**config.mk**
```make
export PLATFORM = sky130hd
export DESIGN_NAME = ps2_host_tx
export DESIGN_NICKNAME = d
export VERILOG_FILES = /design/src/rtl/ps2_host_tx.sv
export SDC_FILE = /design/constraint.sdc
export NUM_CORES = 1
export LEC_CHECK = 0
export ABC_AREA = 1
export BUFFER_PORTS_ARGS = -buffer_cell sky130_fd_sc_hd__buf_2
export CAP_MARGIN = 20
export CORE_MARGIN = 2
export CORE_UTILIZATION = 37
export DETAILED_ROUTE_END_ITERATION = 10
export GPL_TIMING_DRIVEN = 0
export PLACE_DENSITY = 0.53
export SLEW_MARGIN = 20
export SYNTH_ARGS = -nofsm -noshare
export SYNTH_HDL_FRONTEND = slang
export SYNTH_SLANG_ARGS = --single-unit
```
**constraint.sdc**
```tcl
create_clock -name clk -period 2.01 [get_ports clk]
set_clock_uncertainty 0.15 [all_clocks]
set_input_delay 0.402 -clock clk [delete_from_list [all_inputs] [get_ports clk]]
set_output_delay 0.402 -clock clk [all_outputs]
set_load 0.02 [all_outputs]
```
**src/rtl/ps2_host_tx.sv**
```systemverilog
// rtl/ps2_host_tx.sv - PS/2 host-to-device byte transmitter with request-to-send and ACK check
module ps2_host_tx #(
    parameter int CLK_FREQ_HZ      = 50_000_000,
    parameter int INHIBIT_US       = 100,
    parameter int START_TIMEOUT_US = 15000,
    parameter int BYTE_TIMEOUT_US  = 2000,
    parameter int FILTER_LEN       = 8
) (
    input  logic       clk,
    input  logic       reset_n,
    input  logic [7:0] tx_data,
    input  logic       tx_valid,
    output logic       tx_ready,
    output logic       busy,
    output logic       tx_done,
    output logic       tx_error,
    input  logic       ps2_clk_in,
    input  logic       ps2_data_in,
    output logic       ps2_clk_oe,
    output logic       ps2_data_oe
);
    localparam int CYC_PER_US     = CLK_FREQ_HZ / 1_000_000;
    localparam int INHIBIT_CYCLES = CYC_PER_US * INHIBIT_US;
    localparam int START_CYCLES   = CYC_PER_US * START_TIMEOUT_US;
    localparam int BYTE_CYCLES    = CYC_PER_US * BYTE_TIMEOUT_US;
    localparam int TO_MAX         = (START_CYCLES > BYTE_CYCLES) ? START_CYCLES : BYTE_CYCLES;
    localparam int TIM_MAX        = (TO_MAX > INHIBIT_CYCLES) ? TO_MAX : INHIBIT_CYCLES;
    localparam int TW             = $clog2(TIM_MAX + 1);
    localparam int FW             = (FILTER_LEN > 1) ? $clog2(FILTER_LEN) : 1;

    localparam logic [TW-1:0] INHIBIT_LAST = TW'(INHIBIT_CYCLES - 1);
    localparam logic [TW-1:0] START_LAST   = TW'(START_CYCLES - 1);
    localparam logic [TW-1:0] BYTE_LAST    = TW'(BYTE_CYCLES - 1);
    localparam logic [FW-1:0] FILTER_LAST  = FW'(FILTER_LEN - 1);

    typedef enum logic [2:0] {
        IDLE, INHIBIT, START, SHIFT, ACK, WAIT_IDLE, ERR
    } state_t;

    state_t              state, state_next;
    logic   [1:0]        sync1, sync2;      // bit 0 = clock pin, bit 1 = data pin
    logic   [1:0]        filt;
    logic   [1:0][FW-1:0] fcnt;
    logic                filt_clk_q;
    logic                clk_fall;
    logic   [TW-1:0]     timer;
    logic                timer_clr;
    logic                byte_to;
    logic   [9:0]        sh;                // {stop, parity, d7..d0}, shifted out LSB first
    logic                drv;               // registered data_oe value while shifting
    logic   [3:0]        edge_cnt;

    // Two-flop synchroniser for both asynchronous pin levels (bus idles high)
    always_ff @(posedge clk or negedge reset_n) begin
        if (!reset_n) begin
            sync1 <= 2'b11;
            sync2 <= 2'b11;
        end else begin
            sync1 <= {ps2_data_in, ps2_clk_in};
            sync2 <= sync1;
        end
    end

    // Accept a new pin level only after it has been stable for FILTER_LEN cycles
    always_ff @(posedge clk or negedge reset_n) begin
        if (!reset_n) begin
            filt <= 2'b11;
            fcnt <= '0;
        end else begin
            for (int i = 0; i < 2; i++) begin
                if (sync2[i] == filt[i]) begin
                    fcnt[i] <= '0;
                end else if (fcnt[i] == FILTER_LAST) begin
                    filt[i] <= sync2[i];
                    fcnt[i] <= '0;
                end else begin
                    fcnt[i] <= fcnt[i] + 1'b1;
                end
            end
        end
    end

    // Delayed filtered clock for the one-cycle falling-edge strobe
    always_ff @(posedge clk or negedge reset_n) begin
        if (!reset_n) filt_clk_q <= 1'b1;
        else          filt_clk_q <= filt[0];
    end

    assign clk_fall = filt_clk_q & ~filt[0];
    assign byte_to  = (timer >= BYTE_LAST);

    // Phase timer: cleared in IDLE and on phase changes, saturates instead of wrapping
    always_ff @(posedge clk or negedge reset_n) begin
        if (!reset_n)                        timer <= '0;
        else if (state == IDLE || timer_clr) timer <= '0;
        else if (timer != '1)                timer <= timer + 1'b1;
    end

    // State register
    always_ff @(posedge clk or negedge reset_n) begin
        if (!reset_n) state <= IDLE;
        else          state <= state_next;
    end

    // Next-state logic; the byte timer runs from SHIFT entry until the line is idle again
    always_comb begin
        state_next = state;
        timer_clr  = 1'b0;
        unique case (state)
            IDLE: begin
                if (tx_valid && tx_ready) state_next = INHIBIT;
            end
            INHIBIT: begin
                if (timer == INHIBIT_LAST) begin
                    state_next = START;
                    timer_clr  = 1'b1;
                end
            end
            START: begin
                if (clk_fall) begin
                    state_next = SHIFT;
                    timer_clr  = 1'b1;
                end else if (timer >= START_LAST) begin
                    state_next = ERR;
                end
            end
            SHIFT: begin
                if (byte_to)                          state_next = ERR;
                else if (clk_fall && edge_cnt == 4'd9) state_next = ACK;
            end
            ACK: begin
                if (byte_to)       state_next = ERR;
                else if (clk_fall) state_next = filt[1] ? ERR : WAIT_IDLE;
            end
            WAIT_IDLE: begin
                if (byte_to)                 state_next = ERR;
                else if (filt[0] && filt[1]) state_next = IDLE;
            end
            ERR:     state_next = IDLE;
            default: state_next = IDLE;
        endcase
    end

    // Frame shifter: latch byte and parity on accept, present one bit per device falling edge
    always_ff @(posedge clk or negedge reset_n) begin
        if (!reset_n) begin
            sh       <= '0;
            drv      <= 1'b0;
            edge_cnt <= '0;
        end else begin
            case (state)
                IDLE: begin
                    drv      <= 1'b0;
                    edge_cnt <= '0;
                    if (tx_valid) sh <= {1'b1, ~^tx_data, tx_data};
                end
                START: begin
                    if (clk_fall) begin
                        drv      <= ~sh[0];
                        sh       <= {1'b1, sh[9:1]};
                        edge_cnt <= 4'd1;
                    end
                end
                SHIFT: begin
                    if (clk_fall) begin
                        drv      <= ~sh[0];
                        sh       <= {1'b1, sh[9:1]};
                        edge_cnt <= edge_cnt + 4'd1;
                    end
                end
                default: ;
            endcase
        end
    end

    assign tx_ready    = (state == IDLE);
    assign busy        = (state != IDLE);
    assign tx_error    = (state == ERR);
    assign tx_done     = (state == WAIT_IDLE) && !byte_to && filt[0] && filt[1];
    assign ps2_clk_oe  = (state == INHIBIT);
    assign ps2_data_oe = ((state == INHIBIT) && (timer == INHIBIT_LAST)) ||
                         (state == START) ||
                         ((state == SHIFT) && drv);

endmodule

```
==> impl_metrics.py, run 1 <==
metrics = {
    "run_status": {
        "outcome": "finished, violations left",
        "violations": "setup timing",
    },
    "critical_path": {
        "startpoint": "timer[5]$_DFFE_PN0P_",
        "critPathRequiredTime_ns": 1.46,
        "crit_path_max_fanout": 5,
        "end_kind": "output port",
        "r2r_start": "timer[0]$_DFFE_PN0P_",
        "start_kind": "flop",
        "setup.worst_path.class": "reg2out",
        "rr_worst_depth": 11,
        "cp.arrival_ns": 1.65,
    },
    "floorplanning": {
        "die-area_um2": 9280,
        "die_y_um": 96.4,
        "start_util_pct": 38.2,
        "pin_count": 19,
        "die_w_um": 96.4,
        "design.core.area_um2": 8260,
        "std_cell_rows": 33,
    },
    "pwr": {
        "p_sw_share_pct": 43.8,
        "powerDensity_nw_per_um2": 1060,
        "p_comb_share_pct": 46.9,
        "p_seq_share_pct": 37.7,
        "peakVddDrop_uv": 611,
        "p_clk_share_pct": 15.4,
        "power.switching_mw": 1.72,
        "p_int_mw": 2.21,
        "leakage_nw": 1.70,
    },
    "route": {
        "via_count": 2737,
        "drc": 0,
        "via_per_inst": 5.09,
        "dr.pass1.iters": 5,
        "ant_nets": 0,
        "drt_wl_total_um": 7850,
        "wl_per_cell_um": 14.6,
        "drtIter0Drc": 111,
    },
    "synth": {
        "netlist_instances": 390,
        "synth_ff_type": "dfrtp_1",
        "yosys_warnings": 0,
        "synthesis.area_um2": 3160,
        "yosys-top-cells-area": "dfrtp_1 35%, nand2_1 9.6%, dfstp_2 5.8%, nor2_1 5.1%, inv_1 4.5%",
        "synth_edf_count": 0,
        "synth.most_common_cell": "nand2_1",
        "yosys.area.top_type": "dfrtp_1",
        "seq_area_frac_synth_pct": 40.7,
        "syn_nets": 410,
        "ys_types": 36,
        "synth_seq_cells": 51,
        "synth_common_cells": "81 x nand2_1, 44 x dfrtp_1, 43 x nor2_1, 38 x inv_1, 26 x nand3_1",
        "avgSynthCellArea_um2": 8.09,
        "synth_top_area_share_pct": 34.9,
        "async_reset_ff_share_pct": 100,
    },
    "cts": {
        "clock-sinks": 51,
        "root_buffer": "clkbuf_8",
        "cts_max_level": 2,
        "clk_latency_ns": 0.31,
        "cts_tree": "built",
        "cts_buffers": 5,
        "clock_path_buffers": 2,
        "clkTransAtPathRegs_ns": 0.09,
    },
    "hold_path": {
        "holdPathStages": 1,
        "hold_class": "in2reg",
        "min_from": "ps2_clk_in",
    },
    "place": {
        "place_area_um2": 3380,
        "dp_hpwl_um": 5590,
        "io_buffers": 18,
        "gp_congestion": 0.888,
    },
    "sta": {
        "rsz0062_at_grt": "yes",
        "finalHoldViolCount": 0,
        "period_needed_ns": 2.21,
        "worst_slew_pin_slew_ns": 0.663,
        "setup_violations": 2,
        "worst_slack_ns": -0.196,
        "final-max-slew-violation-count": 0,
        "clock.fmax_ghz": 0.453,
        "max_slew_margin_pct": 55.8,
        "hold_ws_ns": 0.0338,
        "post-route-period-util_pct": 110,
    },
    "finish": {
        "n_antenna_cell": 0,
        "syn_to_final_growth_pct": 18.1,
        "drive_above_1_share_pct": 28.6,
        "design_area_um2": 3730,
        "post-route-util_pct": 45.1,
        "layout.nets": 452,
    },
    "global_routing": {
        "grt_use_total_pct": 18.0,
        "grt_overflow_total": 0,
        "grt_max_degree": 52,
        "grt_pass1_wl_um": 12800,
        "antenna_found_initial": 0,
        "grt_pass1_vias": 2648,
    },
    "job": {
        "maxCapViolCount": 0,
    },
}
## registers in the layout, summed over array words and instances (netlist names)
register,count
filt_clk_q,1
sync1,2
sh,10
drv,1
filt,2
state,3
edge_cnt,4
fcnt,6
sync2,2
timer,20
## metal layers
metal | wire length (µm) | track usage, %
met3 | 253 | 2.98
met2 | 3820 | 30.2
met1 | 3650 | 23.8
met4 | 123 | 5.28
met5 | 0 | 0
## cells in the final DEF (no fill, tap or decap), types with 2 or more instances in the layout
master and n:
nand3_4 3, nand2_1 79, o21ai_2 11, buf_4 16, a21oi_1 13, buf_2 16, nand4_1 10, nor3_2 5
xnor2_1 8, nor2_1 37, dfrtp_1 37, nand3_1 22, inv_1 35, nor2_2 10, ha_1 6, nor3_1 10
o31ai_1 11, clkbuf_1 2, buf_6 5, o21ai_0 19, xor2_1 15, dfrtp_2 7, nand2_4 2, nand2_2 6
nand3_2 2, clkbuf_8 5, inv_2 11, nor2_4 4, dfstp_2 7, nor4_4 2
## power groups by stage
stage               clock network, mW  logic, mW  registers, mW
floorplan                           0       1.30           1.45
global placement                    0       1.68           1.49
detailed placement                  0       1.70           1.50
CTS                             0.633       1.76           1.49
global route                    0.663       2.06           1.52
finish                          0.605       1.85           1.48
## area by class of cell
type,instances,area [µm²]
fill,863,4530
inverter,47,179
multi-input combinational,286,1740
clock inverter,2,12.5
timing repair buffer,35,239
buffer,6,58.8
tap,105,131
clock buffer,6,72.6
sequential,51,1290
## worst max-delay path: stages (launching register included)
cell	delay (ns)
dfrtp_2	0.46
inv_2	0.09
nand3_4	0.09
nor4_4	0.27
nand4_4	0.19
nand2_2	0.12
buf_6	0.12
## logic make-up after synthesis
group,count (synthesis),share of synthesized area (%)
buffers and inverters,53,7.34
AO/OA/AOI/OAI,57,11.3
XOR/XNOR,23,6.38
flip-flops,51,40.7
AND/OR/NAND/NOR,199,31.5
adder cells (fa/ha/maj),7,2.78
## path summary, 6_finish.rpt
check | end | slack, ns
min in group asynchronous | timer[12]$_DFFE_PN0P_ | 0.50
hold / removal | sync1[0]$_DFF_PN1_ | 0.03
max in group asynchronous | timer[2]$_DFFE_PN0P_ | 0.71
setup / recovery | ps2_data_oe | -0.20
hold reg to reg | sync2[0]$_DFF_PN1_ | 0.21
setup reg to reg | timer[0]$_DFFE_PN0P_ | 0.11
## stage by stage
step / worst slack, ns / total power, mW / cells / TNS (ns)
2_1_floorplan: 0.0605 / 2.75 / 390 / 0
3_3_place_gp: -0.203 / 3.17 / 513 / -1.41
3_5_place_dp: -0.201 / 3.20 / 513 / -1.49
4_1_cts: -0.235 / 3.89 / 526 / -0.455
5_1_grt: -0.284 / 4.24 / 538 / -0.616
6_report: -0.196 / 3.94 / 538 / -0.373
## repair_timing
item | 4_1_cts | 5_1_grt
gates resized for setup | 26 | 15
endpoints found under the setup margin | 21 | 6
hold endpoints to repair | 32 | 0
setup buffers | 4 | 12
pin swaps | 4 | 10
hold buffers | 1 | 0
Note: power is estimated with default switching activity, not from simulation.
==> run 2, diff against run 1 <==
- BUFFER_PORTS_ARGS: -buffer_cell sky130_fd_sc_hd__buf_2 -> -buffer_cell sky130_fd_sc_hd__buf_4
- CORE_MARGIN: 2 -> unset
==> run 2 against run 1 <==
  * The run still ends with setup timing left
  * Clock power is 5.3% higher
  * Critical path depth is 3 higher
  * Design area hardly changed
  * Sequential power hardly changed
  * Clock-buffer cell count is 1 lower
  * Utilization is 0.21 points higher
  * Flip-flop and latch count stayed put
  * Final cell count is 0.93% lower
  * Total power is 1.3% higher
  * First-iteration DRC count is 16% lower
  * Via count is 1.6% lower
  * Sequential share of layout area is 0.15 points higher
==> impl_metrics.py, run 2 (same netlist as run 1, synthesis figures left out) <==
metrics = {
    "sta": {
        "max_slew_margin_pct": 55.2,
        "setup_violations": 2,
        "final-max-slew-violation-count": 0,
        "clock.fmax_ghz": 0.465,
        "rsz0062_at_grt": "yes",
        "post-route-period-util_pct": 107,
        "worst_slew_pin_slew_ns": 0.672,
        "worst_slack_ns": -0.141,
        "finalHoldViolCount": 0,
        "period_needed_ns": 2.15,
    },
    "global_routing": {
        "grt_pass1_wl_um": 13100,
        "antenna_found_initial": 0,
        "grt_max_degree": 52,
        "grt_pass1_vias": 2710,
        "grt_use_total_pct": 19.1,
        "grt_overflow_total": 0,
    },
    "critical_path": {
        "regToRegSetupSlack_ns": 0.11,
        "crit_path_max_fanout": 5,
        "crit_chain": "ha_4, nand3_4, nor2_1, nand2_1, nand2_1, nand2_1, nand2_2, nor2_4, buf_6",
        "r2r_start": "timer[1]$_DFFE_PN0P_",
        "cp_slowest_stage_delay_ns": 0.43,
        "slowest_stage": "dfrtp_2",
        "cp_top_family": "simple AND/OR/NAND/NOR gates",
        "end_kind": "output port",
        "path_buf_inv": 1,
        "rr_worst_depth": 11,
        "rr_endpoint": "timer[0]$_DFFE_PN0P_",
        "crit_top_cell": "nand2_1",
        "setup.worst_path.class": "reg2out",
        "start_kind": "flop",
        "cp.arrival_ns": 1.60,
        "critPathRequiredTime_ns": 1.46,
    },
    "route": {
        "drc": 0,
        "wl_per_cell_um": 14.4,
        "drtIter0Drc": 93,
        "ant_nets": 0,
        "via_count": 2693,
        "drt_wl_total_um": 7670,
        "via_per_inst": 5.05,
        "dr.pass1.iters": 4,
    },
    "finish": {
        "n_antenna_cell": 0,
        "largest_reg_flops": 20,
        "regMostFlops": "timer",
        "layout_common_cells": "78 x nand2_1, 41 x nor2_1, 33 x inv_1, 33 x dfrtp_1, 27 x buf_4",
        "final_common_cell": "nand2_1",
        "syn_to_final_growth_pct": 18.0,
        "drive_above_1_share_pct": 28.7,
        "reg_top3": "timer x20, sh x10, fcnt x6",
        "post-route-util_pct": 45.3,
        "layout.nets": 447,
        "fill_cells": 834,
    },
    "floorplanning": {
        "die_y_um": 94.4,
        "pin_count": 19,
        "die_w_um": 94.4,
        "design.core.area_um2": 8220,
        "start_util_pct": 38.4,
        "die-area_um2": 8900,
        "std_cell_rows": 33,
    },
    "hold_path": {
        "holdPathStages": 1,
        "worstHoldEndpoint": "sync1[1]$_DFF_PN1_",
        "min_from": "ps2_data_in",
        "hold_class": "in2reg",
    },
    "cts": {
        "cts_max_level": 2,
        "clk_latency_ns": 0.32,
        "clock-sinks": 51,
        "clkTransAtPathRegs_ns": 0.10,
        "cts_tree": "built",
        "clock_path_buffers": 2,
        "root_buffer": "clkbuf_8",
        "cts_buffers": 5,
    },
    "job": {
        "maxCapViolCount": 0,
    },
    "pwr": {
        "peakVddDrop_uv": 522,
        "leakage_nw": 1.71,
        "p_total_mw": 3.99,
        "powerDensity_nw_per_um2": 1070,
    },
    "place": {
        "io_buffers": 18,
        "gp_congestion": 0.885,
        "dp_hpwl_um": 5570,
    },
    "run_status": {
        "violations": "setup timing",
        "outcome": "finished, violations left",
    },
}
==> run 2: how the worst max path moves through the flow <==
| stage | slack (ns) | startpoint | cells past startpoint | end |
|---|---|---|---|---|
| floorplan | 0.06 | timer[0]$_DFFE_PN0P_ | 8 | tx_done |
| global placement | -0.23 | timer[0]$_DFFE_PN0P_ | 9 | tx_done |
| detailed placement | -0.24 | timer[0]$_DFFE_PN0P_ | 9 | tx_done |
| CTS | -0.16 | timer[0]$_DFFE_PN0P_ | 9 | tx_done |
| global route | -0.23 | state[1]$_DFFE_PN0P_ | 6 | tx_done |
| finish | -0.14 | timer[0]$_DFFE_PN0P_ | 9 | tx_done |
==> run 2: final cells by class <==
type | count | area, µm² | area share [%]
multi-input cells | 286 | 1730 | 46.5
clock inverters | 3 | 22.5 | 0.605
repair buffers | 30 | 235 | 6.32
inverters | 47 | 176 | 4.74
clock buffers | 5 | 68.8 | 1.85
plain buffers | 6 | 58.8 | 1.58
well taps | 105 | 131 | 3.53
flip-flops and latches | 51 | 1300 | 34.9
==> run 2: stage by stage <==
step,hold WS [ns],setup TNS (ns),instances,setup slack (ns),area [µm²]
2_1_floorplan,-0.0436,0,390,0.0605,3160
3_3_place_gp,0.196,-1.43,513,-0.227,3420
3_5_place_dp,0.197,-1.76,513,-0.245,3420
4_1_cts,0.0205,-0.452,533,-0.162,3670
5_1_grt,0.0171,-0.456,533,-0.230,3720
6_report,0.0373,-0.214,533,-0.141,3720
==> run 2: report_power, final <==
| part | switching (mW) | leakage (nW) | internal, mW | total, mW |
|---|---|---|---|---|
| logic | 1.17 | 1.02 | 0.688 | 1.85 |
| registers | 0.194 | 0.637 | 1.30 | 1.49 |
| clock network | 0.384 | 0.0489 | 0.253 | 0.637 |
| total | 1.74 | 1.71 | 2.24 | 3.99 |
==> run 2: repair_timing <==
action | 4_1_cts | 5_1_grt
hold buffers | 1 | 0
resized for setup | 20 | 22
setup buffers | 11 | 0
hold endpoints to repair | 34 | 0
setup endpoints to repair | 21 | 18
pin swaps | 7 | 5
==> run 2: metal layers <==
layer  routed length (µm)  track usage, %
met1                 3660            24.8
met4                  145            6.67
met5                    0               0
met2                 3690            32.4
met3                  173            2.74
